===== config.mk =====
export PLATFORM = sky130hd
export DESIGN_NAME = reg_alu_sequencer_flat
export DESIGN_NICKNAME = d
export VERILOG_FILES = /design/src/rtl/reg_alu_sequencer_if.sv /design/src/rtl/reg_alu_sequencer.sv /design/src/flat_wrapper.sv
export SDC_FILE = /design/constraint.sdc
export NUM_CORES = 1
export LEC_CHECK = 0
export CAP_MARGIN = 30
export CELL_PAD_IN_SITES_DETAIL_PLACEMENT = 0
export CELL_PAD_IN_SITES_GLOBAL_PLACEMENT = 2
export CORE_ASPECT_RATIO = 0.8
export CORE_UTILIZATION = 21
export DETAILED_ROUTE_END_ITERATION = 6
export GPL_ROUTABILITY_DRIVEN = 0
export PLACE_DENSITY = 0.75
export SLEW_MARGIN = 20
export SYNTH_ARGS = -nofsm -noshare
export SYNTH_HDL_FRONTEND = slang
export SYNTH_SLANG_ARGS = --single-unit

===== constraint.sdc =====
create_clock -name clk -period 1.5 [get_ports clk]
set_input_delay 0.15 -clock clk [delete_from_list [all_inputs] [get_ports clk]]
set_output_delay 0.15 -clock clk [all_outputs]
set_load 0.01 [all_outputs]

===== src/rtl/reg_alu_sequencer_if.sv =====
// Command and register/ALU bus between a host and reg_alu_sequencer.
// The slave modport is the sequencer's view and the master modport is the host/environment view.
// Command side: start/cmd/operand/count/fill/alu_op/abort in, and ready/busy/done/aborted/result out.
// Register/ALU side: control strobes, serial bits and reg_in out; reg_out in; alu_oc/alu_a/alu_b out; alu_f in.
interface reg_alu_sequencer_if #(
  parameter int WIDTH = 4,
  parameter int CNT_W = 4
);
  // command request
  logic             start;
  logic [2:0]       cmd;
  logic [WIDTH-1:0] operand;
  logic [CNT_W-1:0] count;
  logic             fill;
  logic [2:0]       alu_op;
  logic             abort;
  // status / completion
  logic             ready;
  logic             busy;
  logic             done;
  logic             aborted;
  logic [WIDTH-1:0] result;
  // register block control
  logic             reg_cl;
  logic             reg_ld;
  logic             reg_inc;
  logic             reg_dec;
  logic             reg_sr;
  logic             reg_sl;
  logic             reg_ir;
  logic             reg_il;
  logic [WIDTH-1:0] reg_in;
  logic [WIDTH-1:0] reg_out;
  // shared ALU
  logic [2:0]       alu_oc;
  logic [WIDTH-1:0] alu_a;
  logic [WIDTH-1:0] alu_b;
  logic [WIDTH-1:0] alu_f;

  modport slave (
    input  start, cmd, operand, count, fill, alu_op, abort, reg_out, alu_f,
    output ready, busy, done, aborted, result,
    output reg_cl, reg_ld, reg_inc, reg_dec, reg_sr, reg_sl, reg_ir, reg_il, reg_in,
    output alu_oc, alu_a, alu_b
  );

  modport master (
    output start, cmd, operand, count, fill, alu_op, abort, reg_out, alu_f,
    input  ready, busy, done, aborted, result,
    input  reg_cl, reg_ld, reg_inc, reg_dec, reg_sr, reg_sl, reg_ir, reg_il, reg_in,
    input  alu_oc, alu_a, alu_b
  );
endinterface


===== src/rtl/reg_alu_sequencer.sv =====
// Command sequencer: expands one command into a train of single-cycle register strobes
// (clear, load, inc/dec, shift, or register-accumulate through the shared ALU).
// Latency: for a start accepted at edge k, the N strobes occupy cycles k+1..k+N and done is high in cycle k+N+1.
// Flow control: a start is only taken while ready=1; a start during EXEC/DONE is dropped, not queued.
// Ports: clk, rst (sync, active high); seq_if (slave modport) carries the command, status, register and ALU buses.
module reg_alu_sequencer #(
  parameter int WIDTH = 4,
  parameter int CNT_W = 4
) (
  input  logic                 clk,
  input  logic                 rst,
  reg_alu_sequencer_if.slave   seq_if
);

  localparam logic [1:0] S_IDLE = 2'd0;
  localparam logic [1:0] S_EXEC = 2'd1;
  localparam logic [1:0] S_DONE = 2'd2;

  localparam logic [2:0] C_NOP  = 3'd0;
  localparam logic [2:0] C_CLR  = 3'd1;
  localparam logic [2:0] C_LOAD = 3'd2;
  localparam logic [2:0] C_INC  = 3'd3;
  localparam logic [2:0] C_DEC  = 3'd4;
  localparam logic [2:0] C_SHR  = 3'd5;
  localparam logic [2:0] C_SHL  = 3'd6;
  localparam logic [2:0] C_ALU  = 3'd7;

  logic [1:0]       state_q,   state_d;
  logic [2:0]       cmd_q,     cmd_d;
  logic [WIDTH-1:0] operand_q, operand_d;
  logic [CNT_W-1:0] cnt_q,     cnt_d;      // iterations still to run
  logic             fill_q,    fill_d;
  logic [2:0]       alu_op_q,  alu_op_d;
  logic [WIDTH-1:0] result_q,  result_d;
  logic             aborted_q, aborted_d;

  logic             exec_en;

  // ---------------------------------------------------------------- next state
  always_comb begin
    state_d   = state_q;
    cmd_d     = cmd_q;
    operand_d = operand_q;
    cnt_d     = cnt_q;
    fill_d    = fill_q;
    alu_op_d  = alu_op_q;
    result_d  = result_q;
    aborted_d = aborted_q;

    case (state_q)
      S_IDLE: begin
        // abort is ignored here, so start+abort together still launches the command
        if (seq_if.start) begin
          cmd_d     = seq_if.cmd;
          operand_d = seq_if.operand;
          fill_d    = seq_if.fill;
          alu_op_d  = seq_if.alu_op;
          aborted_d = 1'b0;
          case (seq_if.cmd)
            C_NOP: begin
              cnt_d   = '0;
              state_d = S_DONE;
            end
            C_CLR, C_LOAD: begin
              cnt_d   = CNT_W'(1);
              state_d = S_EXEC;
            end
            default: begin
              // a repeat command with zero iterations completes without any strobe
              cnt_d   = seq_if.count;
              state_d = (seq_if.count == '0) ? S_DONE : S_EXEC;
            end
          endcase
        end
      end

      S_EXEC: begin
        cnt_d = cnt_q - CNT_W'(1);
        if (seq_if.abort) begin
          aborted_d = 1'b1;
          state_d   = S_DONE;
        end else if (cnt_q == CNT_W'(1)) begin
          state_d = S_DONE;
        end
      end

      S_DONE: begin
        // reg_out already reflects the last strobe's edge
        result_d = seq_if.reg_out;
        state_d  = S_IDLE;
      end

      default: state_d = S_IDLE;
    endcase
  end

  always_ff @(posedge clk) begin
    if (rst) begin
      state_q   <= S_IDLE;
      cmd_q     <= C_NOP;
      operand_q <= '0;
      cnt_q     <= '0;
      fill_q    <= 1'b0;
      alu_op_q  <= 3'd0;
      result_q  <= '0;
      aborted_q <= 1'b0;
    end else begin
      state_q   <= state_d;
      cmd_q     <= cmd_d;
      operand_q <= operand_d;
      cnt_q     <= cnt_d;
      fill_q    <= fill_d;
      alu_op_q  <= alu_op_d;
      result_q  <= result_d;
      aborted_q <= aborted_d;
    end
  end

  // ---------------------------------------------------------------- status
  assign seq_if.ready   = (state_q == S_IDLE);
  assign seq_if.busy    = (state_q == S_EXEC);
  assign seq_if.done    = (state_q == S_DONE);
  assign seq_if.aborted = (state_q == S_DONE) && aborted_q;
  // during the done cycle the final value is presented directly so it is valid alongside done
  assign seq_if.result  = (state_q == S_DONE) ? seq_if.reg_out : result_q;

  // ---------------------------------------------------------------- strobes
  // abort and rst gate the strobe in the same cycle so the register never sees a
  // stray update on an aborted iteration or while being reset.
  assign exec_en = (state_q == S_EXEC) && !seq_if.abort && !rst;

  always_comb begin
    seq_if.reg_cl  = 1'b0;
    seq_if.reg_ld  = 1'b0;
    seq_if.reg_inc = 1'b0;
    seq_if.reg_dec = 1'b0;
    seq_if.reg_sr  = 1'b0;
    seq_if.reg_sl  = 1'b0;
    seq_if.reg_ir  = 1'b0;
    seq_if.reg_il  = 1'b0;
    seq_if.reg_in  = '0;
    if (exec_en) begin
      case (cmd_q)
        C_CLR:  seq_if.reg_cl = 1'b1;
        C_LOAD: begin
          seq_if.reg_ld = 1'b1;
          seq_if.reg_in = operand_q;
        end
        C_INC:  seq_if.reg_inc = 1'b1;
        C_DEC:  seq_if.reg_dec = 1'b1;
        C_SHR: begin
          seq_if.reg_sr = 1'b1;
          seq_if.reg_ir = fill_q;
        end
        C_SHL: begin
          seq_if.reg_sl = 1'b1;
          seq_if.reg_il = fill_q;
        end
        C_ALU: begin
          // register-accumulate: reg <= reg_out OP operand, once per iteration
          seq_if.reg_ld = 1'b1;
          seq_if.reg_in = seq_if.alu_f;
        end
        default: ;
      endcase
    end
  end

  // ALU operands: a always tracks the register so each iteration sees the updated value;
  // opcode and b hold the last latched command fields.
  assign seq_if.alu_oc = alu_op_q;
  assign seq_if.alu_a  = seq_if.reg_out;
  assign seq_if.alu_b  = operand_q;

endmodule


===== src/flat_wrapper.sv =====
// flat-port wrapper written by rule: the top's interface ports become plain ports
module reg_alu_sequencer_flat 
#(
  parameter int WIDTH = 4,
  parameter int CNT_W = 4
)
  (clk, rst, seq_if_start, seq_if_cmd, seq_if_operand, seq_if_count, seq_if_fill, seq_if_alu_op, seq_if_abort, seq_if_reg_out, seq_if_alu_f, seq_if_ready, seq_if_busy, seq_if_done, seq_if_aborted, seq_if_result, seq_if_reg_cl, seq_if_reg_ld, seq_if_reg_inc, seq_if_reg_dec, seq_if_reg_sr, seq_if_reg_sl, seq_if_reg_ir, seq_if_reg_il, seq_if_reg_in, seq_if_alu_oc, seq_if_alu_a, seq_if_alu_b);
  reg_alu_sequencer_if #(.WIDTH(WIDTH), .CNT_W(CNT_W)) seq_if_i ();
  input  logic clk;
  input  logic rst;
  input wire logic [$bits(seq_if_i.start)-1:0] seq_if_start;
  input wire logic [$bits(seq_if_i.cmd)-1:0] seq_if_cmd;
  input wire logic [$bits(seq_if_i.operand)-1:0] seq_if_operand;
  input wire logic [$bits(seq_if_i.count)-1:0] seq_if_count;
  input wire logic [$bits(seq_if_i.fill)-1:0] seq_if_fill;
  input wire logic [$bits(seq_if_i.alu_op)-1:0] seq_if_alu_op;
  input wire logic [$bits(seq_if_i.abort)-1:0] seq_if_abort;
  input wire logic [$bits(seq_if_i.reg_out)-1:0] seq_if_reg_out;
  input wire logic [$bits(seq_if_i.alu_f)-1:0] seq_if_alu_f;
  output wire logic [$bits(seq_if_i.ready)-1:0] seq_if_ready;
  output wire logic [$bits(seq_if_i.busy)-1:0] seq_if_busy;
  output wire logic [$bits(seq_if_i.done)-1:0] seq_if_done;
  output wire logic [$bits(seq_if_i.aborted)-1:0] seq_if_aborted;
  output wire logic [$bits(seq_if_i.result)-1:0] seq_if_result;
  output wire logic [$bits(seq_if_i.reg_cl)-1:0] seq_if_reg_cl;
  output wire logic [$bits(seq_if_i.reg_ld)-1:0] seq_if_reg_ld;
  output wire logic [$bits(seq_if_i.reg_inc)-1:0] seq_if_reg_inc;
  output wire logic [$bits(seq_if_i.reg_dec)-1:0] seq_if_reg_dec;
  output wire logic [$bits(seq_if_i.reg_sr)-1:0] seq_if_reg_sr;
  output wire logic [$bits(seq_if_i.reg_sl)-1:0] seq_if_reg_sl;
  output wire logic [$bits(seq_if_i.reg_ir)-1:0] seq_if_reg_ir;
  output wire logic [$bits(seq_if_i.reg_il)-1:0] seq_if_reg_il;
  output wire logic [$bits(seq_if_i.reg_in)-1:0] seq_if_reg_in;
  output wire logic [$bits(seq_if_i.alu_oc)-1:0] seq_if_alu_oc;
  output wire logic [$bits(seq_if_i.alu_a)-1:0] seq_if_alu_a;
  output wire logic [$bits(seq_if_i.alu_b)-1:0] seq_if_alu_b;
  assign seq_if_i.start = seq_if_start;
  assign seq_if_i.cmd = seq_if_cmd;
  assign seq_if_i.operand = seq_if_operand;
  assign seq_if_i.count = seq_if_count;
  assign seq_if_i.fill = seq_if_fill;
  assign seq_if_i.alu_op = seq_if_alu_op;
  assign seq_if_i.abort = seq_if_abort;
  assign seq_if_i.reg_out = seq_if_reg_out;
  assign seq_if_i.alu_f = seq_if_alu_f;
  assign seq_if_ready = seq_if_i.ready;
  assign seq_if_busy = seq_if_i.busy;
  assign seq_if_done = seq_if_i.done;
  assign seq_if_aborted = seq_if_i.aborted;
  assign seq_if_result = seq_if_i.result;
  assign seq_if_reg_cl = seq_if_i.reg_cl;
  assign seq_if_reg_ld = seq_if_i.reg_ld;
  assign seq_if_reg_inc = seq_if_i.reg_inc;
  assign seq_if_reg_dec = seq_if_i.reg_dec;
  assign seq_if_reg_sr = seq_if_i.reg_sr;
  assign seq_if_reg_sl = seq_if_i.reg_sl;
  assign seq_if_reg_ir = seq_if_i.reg_ir;
  assign seq_if_reg_il = seq_if_i.reg_il;
  assign seq_if_reg_in = seq_if_i.reg_in;
  assign seq_if_alu_oc = seq_if_i.alu_oc;
  assign seq_if_alu_a = seq_if_i.alu_a;
  assign seq_if_alu_b = seq_if_i.alu_b;
  reg_alu_sequencer #(.WIDTH(WIDTH), .CNT_W(CNT_W)) u_core (.clk(clk), .rst(rst), .seq_if(seq_if_i));
endmodule

# == Word-level counts from Yosys, hierarchy flattened ==
# Index checks and enable logic that the tools add are counted.
# word_totals
ff_bits,22
in_bits,27
out_inout_bits,31
elab_cells,70
# op_classes
addsub,1
n_eq_ne,15
mux,31
n_reduce_logical,15
# op_table
operator,count
$pmux W4 S2,3
$mux W1,18
$eq A3 B3 Y1 const B,4
$mux W4,3
$eq A3 B2 Y1 const B,3
$mux W2,4
$pmux W2 S2,2
$eq A3 B1 Y1 const B,2
$reduce_and A2 Y1,3
$eq A4 B1 Y1 const B,1
$logic_not A4 Y1,1
$ne A2 B2 Y1 const B,2
$reduce_or A2 Y1,2
$sub A4 B1 Y4 const B,1
$logic_and A1 B1 Y1,3
$logic_not A3 Y1,1
$ne A3 B2 Y1 const B,1
$reduce_and A3 Y1,1
$eq A2 B1 Y1 const B,1
$eq A2 B2 Y1 const B,1
$logic_not A1 Y1,2
$logic_not A2 Y1,1
$pmux W1 S2,1
$reduce_bool A2 Y1,1

# == Depth between registers and ports, before layout ==
# logic_depth
depth_word,5
ltp_mapped,5

# == Worst setup path after synthesis ==
# No wires, ideal clock.
# synth_timing
kind,register -> output
start,register u_core.state_q[1]
end,output seq_if_reg_ir
t_arrival_ps,1334
path_slack_ps,16
stages_incl_launch_ff,5
path_buffers,1
path_cell_list,dfxtp_1 buf_6 nor4b_4 nand2_1 nor4bb_1
# synth_between
elab_chain_len,4
# synth_lines
item,line,text
start: declaration,reg_alu_sequencer.sv:28,"logic [1:0] state_q, state_d;"
start signal: assignment,reg_alu_sequencer.sv:108,state_q <= state_d;
$eq A2 B1 Y1,reg_alu_sequencer.sv:130,assign exec_en = (state_q == S_EXEC) && !seq_if.abort && !rst;
$logic_and A1 B1 Y1 (2 in series),reg_alu_sequencer.sv:130,
$mux W1,reg_alu_sequencer.sv:142,if (exec_en) begin
end: declaration,flat_wrapper.sv:31,output wire logic [$bits(seq_if_i.reg_ir)-1:0] seq_if_reg_ir;
# No other way between the ends.

# == Final worst setup path ==
# layout_timing
start,register u_core.state_q[1]
end,output seq_if_result[1]
# layout_between
elab_chain_len,2
# layout_lines
item,line,text
$eq A2 B2 Y1,reg_alu_sequencer.sv:125,assign seq_if.result = (state_q == S_DONE) ? seq_if.reg_out : result_q;
$mux W4,reg_alu_sequencer.sv:125,
end: declaration,flat_wrapper.sv:24,output wire logic [$bits(seq_if_i.result)-1:0] seq_if_result;
# No other way between the ends.

==> metrics.md <==
| Metric | Value |
|---|---|
| Distinct cells, synth | `38` |
| Sequential area share after synthesis | `0.371` |
| Async SR Flop Fraction | `0` |
| Residual DRC | `0` |
| DRT iter0 DRCs | `30` |
| DP HPWL | `2590 um` |
| ANT cells | `0` |
| CTS tree | `done` |
| Vias per inst | `4.25` |
| Starting Density | `0.217` |
| Status | `finished, violations left` |
| Leak | `0.000881 uW` |
| Worst r2r dst | `u_core.state_q[0]` |
| Worst r2r src | `u_core.state_q[1]` |
| Worst slew margin | `0.740` |
| CP Buf/Inv Count | `3` |
| Layout Cells excl Fill | `297` |
| WHS Endpoint | `u_core.seq_if.alu_oc[2]` |
| Clk buf depth | `2` |
| EDFF count, synth | `0` |
| CP max stage delay | `340 ps` |
| Worst clock skew | `3.39 ps` |
| Violated checks | `setup timing` |
| Worst-Margin Slew | `386 ps` |
| Syn_nets | `172` |
| Die Ht | `69.3 um` |
| Synth top area share | `0.371` |
| Final setup viols | `15` |
| Fin worst setup slack | `-117 ps` |
| Cell area after synthesis | `1190 um2` |
| Clock transition at path regs | `80 ps` |
| Yosys warns | `0` |
| Row count | `24` |
| Yosys reg bits | `22` |
| RSZ-0062 raised after global routing | `yes` |
| Tcrit/Tclk final | `1.08` |
| Final hold vios | `0` |
| CP arrival | `1470 ps` |
| Area grow syn2layout | `75.6%` |
| Hold Path Origin | `seq_if_alu_op[2]` |
| Residual overflow from global routing | `0` |
| Setup WS pre-CTS | `-661 ps` |
| Filler Cells Inserted | `586` |
| Post-Place Cells | `288` |
| Wire length per cell | `11.5 um` |
| Reg2reg setup slack | `20 ps` |
| First-pass GRT wire length | `5490 um` |
| Startpoint Class | `flop` |
| CP Capture Type | `output port` |
| CTS sink cnt | `22` |
| Core Footprint | `5470 um2` |
| Initial antenna violation count | `0` |
| Max Cap Viol | `0` |
| WHS | `434 ps` |
| HP Class | `primary input to flop` |
| I/O pin cnt | `58` |
| Synth cell count leaders | `25 x nand2_1, 22 x dfxtp_1, 15 x a21oi_1` |
| Count leader, synth | `nand2_1` |
| CTS Buf Count | `3` |
| IO buf count | `57` |
| Ratio of cells with drive above 1 in the final layout | `0.352` |
| CP delay by family, top | `buffers and inverters` |
| Die width | `86.1 um` |
| Die ar. | `5970 um2` |
| Worst skew pair latency | `260 ps` |
| Final #Nets | `250` |
| Fin crit period | `1620 ps` |
| Worst EP required | `1350 ps` |
| CP max FO | `5` |
| DR vias | `1,263` |
| Critical Path Source | `u_core.state_q[1]` |
| Post-Syn Instances | `143` |
| Root buffer cell | `clkbuf_8` |
| Peak supply drop | `352 uV` |
| Total wire length | `3430 um` |
| Crit path kind | `flop to output port` |
| Hold depth | `3` |
| Largest area contributor in the netlist | `dfxtp_1` |
| Worst Reg-to-Reg Cells | `5` |
| Hold buffers post-CTS | `0` |
| Number of global-route vias before repair | `1,160` |
| Placement Cell Area | `1960 um2` |
| Slew Limit Fails | `0` |
| FMAX | `619 MHz` |
| Largest net degree at the start of global routing | `24` |
| Antenna Nets Post-Route | `0` |
| Syn avg cell area | `8.31 um2` |
| All-Layer GR Usage | `0.117` |
| Pwr dens | `726 nW/um2` |
| Drt first pass iters | `4` |
| Design area | `2090 um2` |
| Main flop type after synthesis | `dfxtp_1` |
| Synth area leaders | `dfxtp_1 37%, nand2_1 7.9%, a21oi_1 6.3%` |
| H-tree depth | `1` |
| Critical-path cell list | `buf_4 -> and2b_4 -> buf_4 -> mux2_4 -> buf_6` |
| Crit-path slowest cell | `dfxtp_2` |
| CP most frequent cell | `buf_4` |
worst max path at each step:
| stage | endpoint | slack (ps) | cells after the start |
|---|---|---|---|
| detailed placement | seq_if_reg_ir | -660 | 5 |
| global route | seq_if_reg_ir | -210 | 4 |
| global placement | seq_if_reg_ir | -650 | 5 |
| finish | seq_if_result[1] | -120 | 5 |
| CTS | seq_if_reg_ir | -190 | 4 |
| floorplan | seq_if_reg_ir | 20 | 4 |
worst min-delay path: cells and delay by family:
| kind | cells | cell delay (ps) |
|---|---|---|
| buf+inv | 1 | 400 |
| simple gates | 1 | 50 |
| compound gates | 1 | 50 |
power by group:
group	switching, uW	leakage, uW	internal, uW
sequential	40.8	0.000182	630
combinational	198	0.000678	281
clock	187	0.0000216	179
cell type report:
type | instances | area (um2) | share of cell area
timing repair buffer | 86 | 746 | 0.357
multi-input combinational | 102 | 736 | 0.353
sequential | 22 | 444 | 0.213
tap | 78 | 97.6 | 0.0468
clock buffer | 3 | 41.3 | 0.0198
inverter | 6 | 22.5 | 0.0108
flip-flops by register name (all words and copies together), names as in the netlist:
name / count
u_core.seq_if.alu_b: 4
u_core.cmd_q: 3
u_core.fill_q: 1
u_core.seq_if.alu_oc: 3
u_core.state_q: 2
u_core.result_q: 4
u_core.aborted_q: 1
u_core.cnt_q: 4
placed cells by master (no fill, tap or decap), types with 2 or more instances in the layout:
cell and n:
buf_2 13, nor4bb_1 2, o21ai_0 4, buf_4 26, dfxtp_1 19, nor3_2 2, a22oi_1 4, nor2_2 3
clkbuf_8 3, nor2_1 4, nor3b_2 4, buf_6 7, clkdlybuf4s50_1 35, and2_1 2, dfxtp_2 3, nor2b_1 5
a21oi_1 15, a211o_1 2, nor3_1 2, nand2_1 23, inv_1 6, ha_1 2, dlygate4sd2_1 3, mux2_4 4
layer usage:
| metal | GRT usage | vias to the layer above | part of all wire |
|---|---|---|---|
| li1 | - | 656 | - |
| met1 | 0.163 | 569 | 0.50 |
| met2 | 0.175 | 36 | 0.43 |
| met3 | 0.0393 | 2 | 0.063 |
| met4 | 0.0222 | 0 | 0.0064 |
| met5 | 0 | - | 0 |
per-stage QoR:
stage | power, uW | util | setup TNS, ps
after floorplan | 888 | - | 0
after global placement | 1130 | 0.359 | -8400
after detailed placement | 1130 | 0.359 | -8390
after CTS | 1510 | 0.363 | -2180
after global routing | 1620 | 0.382 | -2600
final | 1520 | 0.382 | -1060
timing repair:
action	CTS	global route
gates cloned	0	0
buffers inserted	1	5
setup endpoints to repair	22	31
resized for setup	89	22
pin swaps	6	7
logic make-up (layout without fill, tap and decap cells):
group           count (synthesis)  count (layout)  synth area share
compound gates                 36              36             0.204
fa+ha+maj                       2               2            0.0210
buf+inv                        19              95            0.0884
flops                          22              22             0.371
mux                             5               5            0.0463
simple gates                   59              59             0.269
No activity file was read; power rests on OpenSTA's default activity.
==> RTL change 1: new RTL, config.mk and constraints unchanged <==
`WIDTH` is set to 4 in 3 places; all go to 3.
--- a/src/rtl/reg_alu_sequencer_if.sv
+++ b/src/rtl/reg_alu_sequencer_if.sv
@@ -5,3 +5,3 @@
 interface reg_alu_sequencer_if #(
-  parameter int WIDTH = 4,
+  parameter int WIDTH = 3,
   parameter int CNT_W = 4
--- a/src/rtl/reg_alu_sequencer.sv
+++ b/src/rtl/reg_alu_sequencer.sv
@@ -6,3 +6,3 @@
 module reg_alu_sequencer #(
-  parameter int WIDTH = 4,
+  parameter int WIDTH = 3,
   parameter int CNT_W = 4
--- a/src/flat_wrapper.sv
+++ b/src/flat_wrapper.sv
@@ -3,3 +3,3 @@
 #(
-  parameter int WIDTH = 4,
+  parameter int WIDTH = 3,
   parameter int CNT_W = 4
Ports: changed (7 resized); port bits go from 58 to 51. The function was not compared with the original's and may differ.
==> RTL change 1 against the unedited design <==
The flow still finishes with violations (setup timing); total power increased by 2.1%; cell area decreased by 7.2%; sequential cell count decreased by 2; non-clock buffer count decreased by 10; worst setup slack improved by 0.025 ns; count of clock-buffer cells in the layout increased by 1; area after synthesis decreased by 12%; wire length decreased by 2.7%; clock skew increased by 0.0054 ns; largest cell class is now multi-input combinational cells.
==> RTL change 1: results (changes against the unedited design) <==
- Iteration-0 DRC Markers: 25 (-17%)
- Post-DP HPWL: 2510 µm (-3.1%)
- Total Routing Usage GR: 0.131 (+0.0140)
- Worst setup margin: -0.0916 ns (+0.0249 ns)
- Clk cell area share: 0.0284 (+0.00864)
- CP arrival: 1.44 ns (-0.03 ns)
- Post-DP Area: 1750 µm² (-11%)
- Inverters: 8 (+2)
- Post-synth top cells: nand2_1, dfxtp_1, a21oi_1
- # fillers: 488 (-17%)
- Leak: 0.824 nW (-6.5%)
- Vias in the first global route: 1162 (+0.17%)
- Worst Max-Slew Pin Slew: 0.324 ns (-0.0620 ns)
- Dominant cells by area after synthesis: dfxtp_1, nand2_1, a21oi_1
- Sequential share of the synthesized area: 0.384 (+0.0132)
- Max incr delay on CP: 0.37 ns (+0.03 ns)
- Outcome: finished with violations
- Critical Path Fanout Max: 4 (-1)
- Largest net degree at the start of global routing: 16 (-33%)
- CTS resizes: 93 (+4.5%)
- Fraction of area in multi-input gates: 0.368 (+0.0157)
- Setup violators final: 7 (-8)
- Pre-CTS setup slack: -0.688 ns (-0.0269 ns)
- Final WL: 3340 µm (-2.7%)
- Hold depth: 4 (+1)
- Violations in the final reports: setup timing
- HP Start: seq_if_count[1]
- Data buffer area share: 0.341 (-0.0162)
## RTL change 1: cell count changes after synthesis, sizes merged, moves of 3 or more
cell,before,now
buf,9,5
nor2b,5,1
a22oi,4,1
nor4bb,3,0
xor2,0,3
## RTL change 1: cells by family (layout without fill, tap and decap cells)
group	after synthesis	after routing	synth area share
buf+inv	16	88	0.0707
flops	20	20	0.384
fa+ha+maj	2	2	0.0240
mux	3	3	0.0324
xor+xnor	3	3	0.0252
simple gates	54	54	0.249
compound gates	34	34	0.215
## RTL change 1: worst max-delay path by stage
stage                            startpoint               end  slack (ns)  cells past startpoint
after floorplan           u_core.state_q[0]     seq_if_reg_il       0.008                      4
after global placement         seq_if_abort     seq_if_reg_il       -0.63                      6
after detailed placement       seq_if_abort     seq_if_reg_il       -0.69                      6
after CTS                 u_core.state_q[1]  seq_if_result[2]       -0.13                      5
after global routing      u_core.state_q[1]  seq_if_result[1]       -0.14                      5
final                     u_core.state_q[1]  seq_if_result[0]       -0.09                      5
## RTL change 1: routing by layer
layer	global-route usage	part of all wire	vias up
met5	0	0	-
met3	0.0197	0.049	5
met1	0.166	0.47	559
li1	-	-	602
met2	0.215	0.47	27
met4	0.0603	0.017	0
## RTL change 1: stage by stage
step                hold WS (ns)  utilization  instances
floorplan                  0.219            -        132
global placement           0.444        0.374        257
detailed placement         0.455        0.374        257
CTS                        0.439        0.394        262
global route               0.375        0.414        264
finish                     0.362        0.414        264
## RTL change 1: where the power goes
| part | switching [W] | internal [W] | leakage (nW) | total [W] |
|---|---|---|---|---|
| clock | 0.000186 | 0.000234 | 0.0288 | 0.000420 |
| sequential | 0.0000438 | 0.000578 | 0.165 | 0.000622 |
| combinational | 0.000224 | 0.000281 | 0.630 | 0.000505 |
| total | 0.000453 | 0.00109 | 0.824 | 0.00155 |
==> RTL change 2: new RTL, config.mk and constraints unchanged <==
Without the edit above. Make the reset (`rst`) asynchronous in one clocked block.
--- a/src/rtl/reg_alu_sequencer.sv
+++ b/src/rtl/reg_alu_sequencer.sv
@@ -96,3 +96,3 @@
 
-  always_ff @(posedge clk) begin
+  always_ff @(posedge clk or posedge rst) begin
     if (rst) begin
Function: differs if rst is asserted again (counterexample within 4 cycles, from zero or initial values and one cycle with rst high); with rst held inactive, the same outputs for 10 cycles.
==> RTL change 2 against the unedited design <==
The flow finishes with violations (DRC, setup timing); sequential cell count unchanged; area after synthesis up 0.42%; wire length up 5.9%; global-route usage up 0.87 points; sequential share of layout area up 4.3 points; register-to-register slack worse by 0.12 ns; count of clock-buffer cells in the layout unchanged; cell area up 3.5%; worst setup slack worse by 0.064 ns; synthesized cell count down 20%; critical path type unchanged; critical endpoint is now seq_if_reg_ld; highest routed layer is now met3.
Power is not compared: it rests on default switching activity, and its combinational part moved more than twofold at a synthesized area within 25%.
==> RTL change 2: results (changes against the unedited design) <==
- Yosys cell types: 33 (-13%)
- Hold crit path type: in2async
- Setup slack, reg-to-reg: -0.10 ns (-0.12 ns)
- FFs w/ async S/R, synth: 1.00 (+1.00)
- Post-DP Area: 1960 µm² (unchanged)
- Pre-CTS setup slack: -0.459 ns (+0.202 ns)
- Reg2Reg Capture Point: u_core.seq_if.alu_oc[1]
- Post-DP HPWL: 2740 µm (+5.7%)
- Final WL: 3630 µm (+5.9%)
- Syn Nets: 143 (-17%)
- Vias per std cell: 4.26 (+0.26%)
- Multi-input gate area: 669 µm² (-9.0%)
- Critical path endpoint: seq_if_reg_ld
- Total negative slack: -2.51 ns (-1.44 ns)
- Setup violators final: 28 (+13)
- Sequential share of the synthesized area: 0.461 (+0.0907)
- Dominant cells by area after synthesis: dfrtp_1, mux2_2, buf_4
- Violations in the final reports: DRC, setup timing
- Syn_area_per_cell: 10.5 µm² (+26%)
- Slew headroom: 0.742 (+0.00152)
- Worst setup margin: -0.181 ns (-0.0640 ns)
- Largest net degree at the start of global routing: 16 (-33%)
- Placed Cells: 260 (-9.7%)
- Reg2Reg Depth: 6 (+1)
- Total Routing Usage GR: 0.125 (+0.00867)
- Drt first pass iters: 6 (+2)
- Outcome: finished with violations
- Post-synth top cells: dfrtp_1, mux2_2, nor2_1
- First-pass GRT wire length: 5920 µm (+7.8%)
- H-tree depth: 1 (unchanged)
- Share of layout cells above drive strength 1: 0.426 (+0.0740)
- Layout Skew: 0.00863 ns (+0.00524 ns)
- # fillers: 538 (-8.2%)
- Hold slack final: 0.323 ns (-0.111 ns)
- Iteration-0 DRC Markers: 41 (+37%)
- Leak: 0.979 nW
- DR DRC count: 1 (+1)
- # nets final: 226 (-9.6%)
- Peak VDD IR: 1060 µV
- CP startpoint: u_core.state_q[1]
- TritonCTS Buffers: 3 (unchanged)
- Via count: 1164 (-7.8%)
## RTL change 2: cells by family after synthesis
kind of cell             Yosys count  synth area share
multiplexers                      15             0.142
adder cells (fa/ha/maj)            2            0.0210
AO/OA/AOI/OAI                     19             0.117
buffers and inverters             15            0.0671
AND/OR/NAND/NOR                   41             0.192
flip-flops                        22             0.461
## RTL change 2: layer usage
metal	up-vias	share of wire	track usage
met5	-	0	0
met4	0	0	0.0167
met3	0	0.041	0.0345
met2	32	0.52	0.229
met1	568	0.44	0.149
li1	564	-	-
## RTL change 2: timing repair
action | in CTS | in global routing
setup endpoints to repair | 21 | 30
gates resized for setup | 95 | 27
pin swaps | 6 | 7
setup buffers | 5 | 6
## RTL change 2: critical path: stages, from the launching register on
cell	delay, ns
dfrtp_1	0.39
nand2b_4	0.18
nor3_4	0.19
nand2_2	0.09
buf_6	0.14
buf_6	0.11
nor2_2	0.06
buf_2	0.13
## RTL change 2: power by group
part	internal, W	total, W	switching [W]	leakage [nW]
clock network	0.000179	0.000368	0.000189	0.0216
logic	0.00134	0.00227	0.000931	0.696
registers	0.000897	0.00114	0.000243	0.262
## RTL change 2: worst min path at each step
stage / from / to / depth (start not counted)
2_1_floorplan: rst / u_core.aborted_q / 1
3_3_place_gp: u_core.result_q[3] / u_core.result_q[3] / 1
3_5_place_dp: u_core.result_q[2] / u_core.result_q[2] / 1
4_1_cts: rst / u_core.result_q[0] / 2
5_1_grt: rst / u_core.result_q[0] / 2
6_report: rst / u_core.result_q[0] / 2
## RTL change 2: final cells by class
type,count,area share
inverter,8,0.0139
multi-input combinational,77,0.310
sequential,22,0.256
tap,78,0.0452
timing repair buffer,85,0.356
clock buffer,3,0.0191
